==> src/rtl/seq_shift_unit.sv <==
`default_nettype none
// ============================================================================
// Module   : seq_shift_unit
// Desc     : Multi-cycle 32-bit SHL/SHR/ROR/ROL unit with start/busy/done
//            handshake. Define SHIFT_STEP4_EN to move up to 4 positions/cycle.
// Revision : 1.0 - initial release
// ============================================================================
module seq_shift_unit #(
    parameter int WIDTH = 32,
    parameter int NW    = 5
) (
    input  logic             clk,
    input  logic             rst_n,
    input  logic             start_i,
    input  logic [1:0]       op_i,
    input  logic [WIDTH-1:0] src_i,
    input  logic [NW-1:0]    n_i,
    output logic             busy_o,
    output logic             done_o,
    output logic [WIDTH-1:0] result_o,
    output logic             carry_o
);

    localparam logic [1:0] c_st_idle = 2'd0;
    localparam logic [1:0] c_st_run  = 2'd1;
    localparam logic [1:0] c_st_done = 2'd2;

    localparam logic [1:0] c_op_shl = 2'b00;
    localparam logic [1:0] c_op_shr = 2'b01;
    localparam logic [1:0] c_op_ror = 2'b10;

    logic [1:0]       r_state;
    logic [WIDTH-1:0] r_acc;
    logic [1:0]       r_op;
    logic [NW-1:0]    r_cnt;
    logic             r_carry;

    logic [WIDTH-1:0] w_acc;
    logic             w_carry;
    logic [NW-1:0]    w_step;
    logic [NW-1:0]    w_cnt;

    // One-position move; returns {bit shifted out, new accumulator}.
    function automatic logic [WIDTH:0] shift1(input logic [WIDTH-1:0] acc,
                                              input logic [1:0] op);
        logic [WIDTH:0] res;
        case (op)
            c_op_shl: res = {acc[WIDTH-1], acc[WIDTH-2:0], 1'b0};
            c_op_shr: res = {acc[0], 1'b0, acc[WIDTH-1:1]};
            c_op_ror: res = {acc[0], acc[0], acc[WIDTH-1:1]};
            default:  res = {acc[WIDTH-1], acc[WIDTH-2:0], acc[WIDTH-1]};
        endcase
        return res;
    endfunction

    always_comb begin
        w_acc   = r_acc;
        w_carry = r_carry;
`ifdef SHIFT_STEP4_EN
        w_step = (r_cnt >= NW'(4)) ? NW'(4) : r_cnt;
        for (int i = 0; i < 4; i++) begin
            if (NW'(i) < w_step) begin
                {w_carry, w_acc} = shift1(w_acc, r_op);
            end
        end
`else
        w_step = NW'(1);
        {w_carry, w_acc} = shift1(r_acc, r_op);
`endif
        w_cnt = r_cnt - w_step;
    end

    always_ff @(posedge clk or negedge rst_n) begin
        if (!rst_n) begin
            r_state  <= c_st_idle;
            r_acc    <= '0;
            r_op     <= 2'b00;
            r_cnt    <= '0;
            r_carry  <= 1'b0;
            busy_o   <= 1'b0;
            done_o   <= 1'b0;
            result_o <= '0;
            carry_o  <= 1'b0;
        end else begin
            case (r_state)
                c_st_idle, c_st_done: begin
                    done_o <= 1'b0;
                    if (start_i) begin
                        r_acc   <= src_i;
                        r_op    <= op_i;
                        r_cnt   <= n_i;
                        r_carry <= 1'b0;
                        busy_o  <= 1'b1;
                        r_state <= c_st_run;
                    end else begin
                        r_state <= c_st_idle;
                    end
                end
                c_st_run: begin
                    if (r_cnt != '0) begin
                        r_acc   <= w_acc;
                        r_carry <= w_carry;
                        r_cnt   <= w_cnt;
                    end else begin
                        result_o <= r_acc;
                        carry_o  <= r_carry;
                        done_o   <= 1'b1;
                        busy_o   <= 1'b0;
                        r_state  <= c_st_done;
                    end
                end
                default: begin
                    busy_o  <= 1'b0;
                    done_o  <= 1'b0;
                    r_state <= c_st_idle;
                end
            endcase
        end
    end

endmodule
`default_nettype wire

==> config.mk <==
export PLATFORM = sky130hd
export DESIGN_NAME = seq_shift_unit
export DESIGN_NICKNAME = d
export VERILOG_FILES = /design/src/rtl/seq_shift_unit.sv
export SDC_FILE = /design/constraint.sdc
export NUM_CORES = 1
export LEC_CHECK = 0
export ABC_CLOCK_PERIOD_IN_PS = 1700
export CORE_AREA = 5 5 93 95
export CTS_BUF_LIST = sky130_fd_sc_hd__clkbuf_4 sky130_fd_sc_hd__clkbuf_8
export DETAILED_ROUTE_END_ITERATION = 7
export DIE_AREA = 0 0 98 100
export PLACE_DENSITY = 0.86
export SYNTH_ARGS = -nofsm -noshare
export SYNTH_HDL_FRONTEND = slang
export SYNTH_SLANG_ARGS = --single-unit
==> constraint.sdc <==
create_clock -name clk -period 1.7 [get_ports clk]
set_input_delay 0.425 -clock clk [delete_from_list [all_inputs] [get_ports clk]]
set_output_delay 0.425 -clock clk [all_outputs]
set_load 0.02 [all_outputs]
---- Yosys cells after proc, flatten, opt, wreduce, memory -nomap -nowiden ----
Index checks and enable logic that the tools add are counted.
word-level totals
  register bits ........................... 77
  bits of input ports ..................... 42
  output and inout bits ................... 35
operators by class
  add/subtract/negate cells ............... 1
  equality and inequality tests ........... 7
  muxes and demuxes ....................... 18
  bitwise logic cells ..................... 1
  reductions and logical operators ........ 9
operator list
  cell                                                                 number
  33-bit case mux with 3 select lines                                  1
  32-bit two-way mux                                                   2
  32-bit case mux with 2 select lines                                  1
  5-bit two-way mux                                                    2
  5-bit case mux with 2 select lines                                   1
  1-bit two-way mux                                                    7
  2-bit inequality test (second input constant)                        3
  2-bit AND reduction                                                  3
  5-bit nonzero test                                                   1
  5-bit by 1-bit subtractor with 5-bit output (second input constant)  1
  2-bit by 1-bit == test with 1-bit output (second input constant)     2
  2-bit == test (second input constant)                                2
  2-bit logical NOT                                                    2
  1-bit case mux with 2 select lines                                   2
  2-bit case mux with 2 select lines                                   1
  3-bit AND reduction                                                  1
  2-bit two-way mux                                                    1
  2-bit nonzero test                                                   1
  2-bit OR reduction                                                   1
  1-bit inverter                                                       1

---- Depth between registers and ports, before layout ----
  depth after elaboration ................. 4
  depth in mapped cells ................... 8
  mapped depth without buffers ............ 6

---- Worst setup path before layout ----
No wires, ideal clock.
  kind .................................... flip-flop to flip-flop
  from .................................... register r_cnt[0]
  to ...................................... register r_acc[23]
  setup time .............................. 0.124 ns
  arrival ................................. 1.590 ns
  path slack .............................. -0.014 ns
  cell stages (with the launch flop) ...... 9
  path buffers ............................ 2
  period minus slack after synthesis ...... 1.714 ns
  path through ............................ dfrtp_1 inv_1 ha_1 nor4b_4 nand2b_1 buf_6 buf_6 nor2_1 a211o_1
between the ends
  longest elaborated chain between the ends .. 3
ends and longest elaborated chain
  what                             line  RTL
  start, declared                  35    logic [NW-1:0] r_cnt;
  start signal, assigned           91    r_cnt <= n_i;
  start signal, assigned           103   r_cnt <= w_cnt;
  5-bit nonzero test               100   if (r_cnt != '0) begin
  2-bit inequality test (no line)  --
  3-bit AND reduction (no line)    --
  end signal, assigned             89    r_acc <= src_i;
  end signal, assigned             101   r_acc <= w_acc;
  end, declared                    33    logic [WIDTH-1:0] r_acc;
No other way between the ends.
A chain may end at the register's enable or synchronous reset.

---- Worst setup path after layout ----
  from .................................... register r_cnt[1]
  to ...................................... register r_acc[17]
The elaborated chain is that of the path after synthesis.

==> summary.txt <==
Synth
  • Syn avg cell area: ~12 um2
  • Cell taking the most area after synthesis: dfrtp_1
  • Share of the synthesized area in the top cell type: 52.6%
  • Synth cell count leaders: dfrtp_1 (76), nor2_1 (37), mux2_2 (34), mux2i_1 (33)
  • Syn Inst Count: 309
  • Syn nets: around 350
  • Post-synthesis sequential area ratio: around 53%
  • Dominant cells by area after synthesis: dfrtp_1 (53%), mux2_2 (11%), mux2i_1 (9.1%), a211o_1 (7.3%), and3_1 (5.2%)
  • EDFF count, synth: 0
  • Post-synth cell types: 30
  • Warnings, synthesis: 0
  • Mapped cell area: between 3000 and 4000 um2
  • Async S/R FF share, synth: between 90% and 100%
  • Most common cell in the synthesized netlist: dfrtp_1
  • Primary FF master, synth: dfrtp_1
  • Synth Register Bits: 76

Critical path
  • Critical Path RT: 1.93 ns
  • Crit. End Element: register
  • Crit path kind: reg -> reg
  • WP data arrival: approximately 1.9 ns
  • Crit-path max FO: 30
  • CP startpoint kind: register

Power
  • Peak VDD IR: 910 uV
  • Power Density: 2040 nW/um2
  • Clock power frac: a little under an eighth
  • Part of the power in combinational logic: a little over half
  • Switching portion of total power: around two fifths
  • P_int: ~5.9 mW
  • Flop pwr share: approximately 36%
  • Pleak: ~2.5 nW
  • P_sw: about 3.8 mW

Placed design
  • Placer Congestion: 0.765
  • Post-place setup slack: -0.125 ns
  • Final HPWL DP: ~5700 um
  • IO buf count: 76
  • Placed Instances: about 480
  • Post-DP Area: around 4600 um2

Clock tree
  • CTS root buf: clkbuf_8
  • Longest Clk Path Bufs: 2
  • CTS tree: yes
  • CTS Buf Count: 9
  • H-tree level count: 3
  • Clk sinks: 76
  • Worst skew pair latency: roughly 0.34 ns
  • Clock transition at path regs: approximately 0.07 ns

Drt
  • Total wire length: between 8000 and 9000 um
  • Post-route ant nets: 0
  • Pre-Repair DR Iteration Count: 4
  • Via density per instance: around 5.4
  • Vias: ~2700
  • DRC: 0
  • Drt wl/cell: 16.4 um
  • Initial DRC Count: between 100 and 150

Timing
  • Final Max Slew Viols: 0
  • WHS: ~0.50 ns
  • Fin crit period: 1.69 ns
  • Fmax: 591 MHz
  • Final setup fails: 0
  • Final Hold Fails: 0
  • Final worst slack: approximately 0.0066 ns
  • Unrepaired setup endpoints after global routing: true
  • Final worst path period share: between 90% and 100%
  • Clock Skew: around 0.0096 ns
  • Worst-margin pin slew: 0.323 ns
  • Slew Limit Headroom: about four fifths

Global routing
  • Grt total ovfl: 0
  • Antenna violations before repair: 0
  • Vias in the first global route: around 2700
  • Total GRT Usage: ~17%
  • First-pass GRT wire length: approximately 13000 um
  • Largest net degree at the start of global routing: 38

Job
  • Max_cap viols: 0

Final layout
  • Final Instance Area: 4740 um2
  • P&R area growth vs syn: 31.1%
  • Layout cell share with drive strength beyond 1: roughly a fifth
  • Fill cell count: about 650
  • # diodes: 0
  • Post-Layout Cell Count: 500
  • Nets: approximately 440

Status
  • Status: completed

Floorplan
  • Std cell rows: 32
  • Die ar.: between 9000 and 10000 um2
  • Io pins: 77
  • Die X: 98 um
  • Initial Util: 47.3%
  • Die H: about 100 um
  • Placeable Area: approximately 7600 um2

Worst hold path
  • Hold Crit Class: reg -> reg
## registers in the layout, indices dropped and copies added (netlist names)
signal,count
busy_o,1
carry_o,1
done_o,1
r_acc,32
r_carry,1
r_cnt,5
r_op,2
r_state,1
result_o,32
## stage by stage
stage	total power, mW	utilization [%]	TNS (ns)
6_report	9.65	62.0	0
5_1_grt	10.4	62.0	-1.76
4_1_cts	9.62	61.5	0
3_5_place_dp	8.73	59.9	-1.89
3_3_place_gp	8.47	59.9	-0.927
2_1_floorplan	7.02	-	0
## placed cells by master (no fill, tap or decap), drive strengths merged
cell type / Yosys / layout
clkbuf: 9 / 11
a221oi: 1 / 1
clkinv: 0 / 2
nand3: 3 / 3
dfrtp: 76 / 76
mux2: 34 / 34
a211oi: 1 / 1
nor2b: 1 / 1
xnor2: 1 / 1
nor2: 37 / 37
and3: 30 / 30
ha: 1 / 1
a41oi: 1 / 1
a21oi: 3 / 3
buf: 13 / 21
dlygate4sd2: 0 / 35
nor3: 1 / 1
o21ai: 10 / 10
clkinvlp: 0 / 1
a31oi: 1 / 1
a211o: 30 / 30
dlygate4sd3: 0 / 1
clkdlybuf4s50: 0 / 40
nand2b: 3 / 3
o21a: 2 / 2
mux2i: 33 / 33
inv: 4 / 4
and2b: 1 / 1
nand2: 11 / 11
nor4b: 1 / 1
o211ai: 1 / 1
## power by group through the flow
stage	registers (mW)	clock network (mW)	logic (mW)
after floorplan	3.71	0	3.31
after global placement	3.41	0	5.06
after detailed placement	3.46	0	5.27
after CTS	3.42	1.15	5.05
after global routing	3.54	1.23	5.60
final	3.42	1.11	5.12
## cell families (layout without fill, tap and decap cells)
group / count (synthesis) / after routing / synth area share (%)
mux: 67 / 67 / 19.7
simple gates: 88 / 88 / 12.3
fa+ha+maj: 1 / 1 / 0.346
buf+inv: 26 / 115 / 4.22
xor+xnor: 1 / 1 / 0.242
compound gates: 50 / 50 / 10.5
flops: 76 / 76 / 52.6
## cell type report
cell class	count	area [um2]	area share, %
clock buffers	10	131	2.77
clock inverters	3	17.5	0.369
inverters	4	15.0	0.317
multi-input cells	207	1590	33.5
flip-flops and latches	76	1900	40.1
well taps	102	128	2.69
repair buffers	98	962	20.3
## what timing repair did
item	in CTS	in global routing
gates resized for setup	35	3
endpoints found under the setup margin	51	40
cloned	0	1
pin swaps	0	0
buffers inserted	1	1
hold buffers	1	0
endpoints found under the hold margin	23	0
## path summary, 6_finish.rpt
path	slack, ns	end	startpoint	cells past startpoint
max in group asynchronous	0.65	r_acc[22]	rst_n	3
min in group asynchronous	0.52	result_o[6]	rst_n	2
worst min-delay path	0.50	result_o[9]	result_o[9]	1
worst max register to register	0.007	r_acc[17]	r_cnt[1]	7
worst min register to register	0.50	result_o[9]	result_o[9]	1
worst max-delay path	0.007	r_acc[17]	r_cnt[1]	7
## worst max-delay path, stage by stage, from the launching register on
cell and delay (ns):
dfrtp_1 0.38, inv_1 0.07, ha_2 0.17, nor4b_4 0.26
nand2b_4 0.25, buf_12 0.17, nor2_1 0.06, a211o_1 0.23
## routing by layer
layer,global-route usage [%],up-vias,wire length (um)
met4,8.20,0,186
met5,0,-,0
li1,-,1283,-
met1,21.6,1302,3650
met3,3.75,16,421
met2,27.5,75,3930
Power figures use the tool's default switching activity.
==> edit, RTL diff (config.mk and constraints unchanged) <==
Make the reset (`rst_n`) synchronous in one clocked block.
--- a/src/rtl/seq_shift_unit.sv
+++ b/src/rtl/seq_shift_unit.sv
@@ -70,7 +70,7 @@
         w_cnt = r_cnt - w_step;
     end
 
-    always_ff @(posedge clk or negedge rst_n) begin
+    always_ff @(posedge clk) begin
         if (!rst_n) begin
             r_state  <= c_st_idle;
             r_acc    <= '0;
Behaviour: differs if rst_n is asserted again (counterexample within 4 cycles, from zero or initial values and one cycle with rst_n low); with rst_n held inactive, the same outputs for 4 cycles.
==> edit against the unedited design <==
The run now ends with negative setup slack left. Sequential share of layout area is 7.3 points lower. Sequential cell count rose by 1. Design area fell by 0.92%. Worst hold slack got worse by 45 ps. Wire length up 13%. Setup slack worse by 24 ps. Utilization down 0.57 points. Synthesized area decreased by 6.9%. Maximum frequency decreased by 1.4%. Via count is 18% higher. Die area did not move. Critical path depth up 2. Largest cell class is now multi-input combinational cells.
Power is not compared: it rests on default switching activity, and its combinational part moved more than twofold at a synthesized area within 25%.
==> edit: results <==
[run_status]
outcome = "finished, violations left"
violations = "negative setup slack"

[synth]
synth_cell_type_count = 31
synthArstFlopShare = 0
synthTopCellsByArea = "dfxtp_1 (46%), a21oi_1 (11%), mux2i_1 (8.9%)"
synth_common_cells = "dfxtp_1 (77), nand2_1 (75), a21oi_1 (71)"
synth_ff_type = "dfxtp_1"
synth_compound_area_frac = 0.2233

[clock_network]
post_cts_buffers = 0
cts_resized = 42
cts_sinks = 77

[grt]
grt_pass1_vias = 3034
grt_start_max_net_pins = 42

[final_layout]
multi_input_area_share = 0.3655
buf_share = 0.2263
nNonClkBuffers = 109
stdcell_count = 593
syn2layout_area_growth_pct = 39.58
fillers = 649
fin_nets = 529

[critical_path]
worst-r2r-cell-count = 9
slowest_delay_ps = 360
critPathMaxFanout = 6
cp_slowest_cell = "dfxtp_2"

[route]
totalWireLength_um = 9231
vias = 3152

[timing]
worst_slew_margin_rel = 0.7120
setup_ws_ps = -17.43
holdWs_ps = 453.7
setup_viol = 11
==> edit: cell count changes in the layout (fill, tap and decap cells not counted), moves of 32 or more <==
cell,change
a21oi_1,+68
nand2_1,+65
mux2_2,-33
dfrtp_1,-76
dfxtp_1,+76
a22o_1,+32
==> edit: through the flow <==
step	TNS, ps	utilization	total power, mW	setup slack [ps]
6_report	-81.67	0.6145	4.863	-17.43
4_1_cts	0	0.5913	4.730	12.19
3_5_place_dp	-22680	0.5615	3.153	-718.7
3_3_place_gp	-20460	0.5615	3.117	-640.7
5_1_grt	-1666	0.6145	5.073	-72.69
2_1_floorplan	0	-	2.789	18.18
==> edit: how the worst max path moves through the flow <==
stage | from | cells past startpoint | to
after floorplan | r_cnt[1]$_SDFFE_PN0P_ | 8 | r_acc[0]$_SDFFE_PN0P_
after detailed placement | start_i | 5 | r_acc[22]$_SDFFE_PN0P_
after global routing | r_cnt[0]$_SDFFE_PN0P_ | 9 | r_acc[21]$_SDFFE_PN0P_
after CTS | r_cnt[0]$_SDFFE_PN0P_ | 8 | result_o[30]$_SDFFE_PN0P_
final | r_cnt[0]$_SDFFE_PN0P_ | 9 | r_acc[21]$_SDFFE_PN0P_
after global placement | start_i | 5 | r_acc[7]$_SDFFE_PN0P_
==> edit: kinds of logic after synthesis <==
| logic type | count (synthesis) |
|---|---|
| compound gates | 118 |
| xor+xnor | 1 |
| fa+ha+maj | 1 |
| buf+inv | 35 |
| flops | 77 |
| mux | 31 |
| simple gates | 129 |
==> edit: per-layer routing <==
layer,global-route usage,vias to the layer above
met3,0.03544,15
met4,0.06922,0
li1,-,1558
met5,0,-
met1,0.2380,1467
met2,0.3037,112
==> edit: worst min-delay path, cell delays in order, from the launching register on <==
cell,delay (ps)
dfxtp_1,310
nand2_1,50
a21oi_1,50
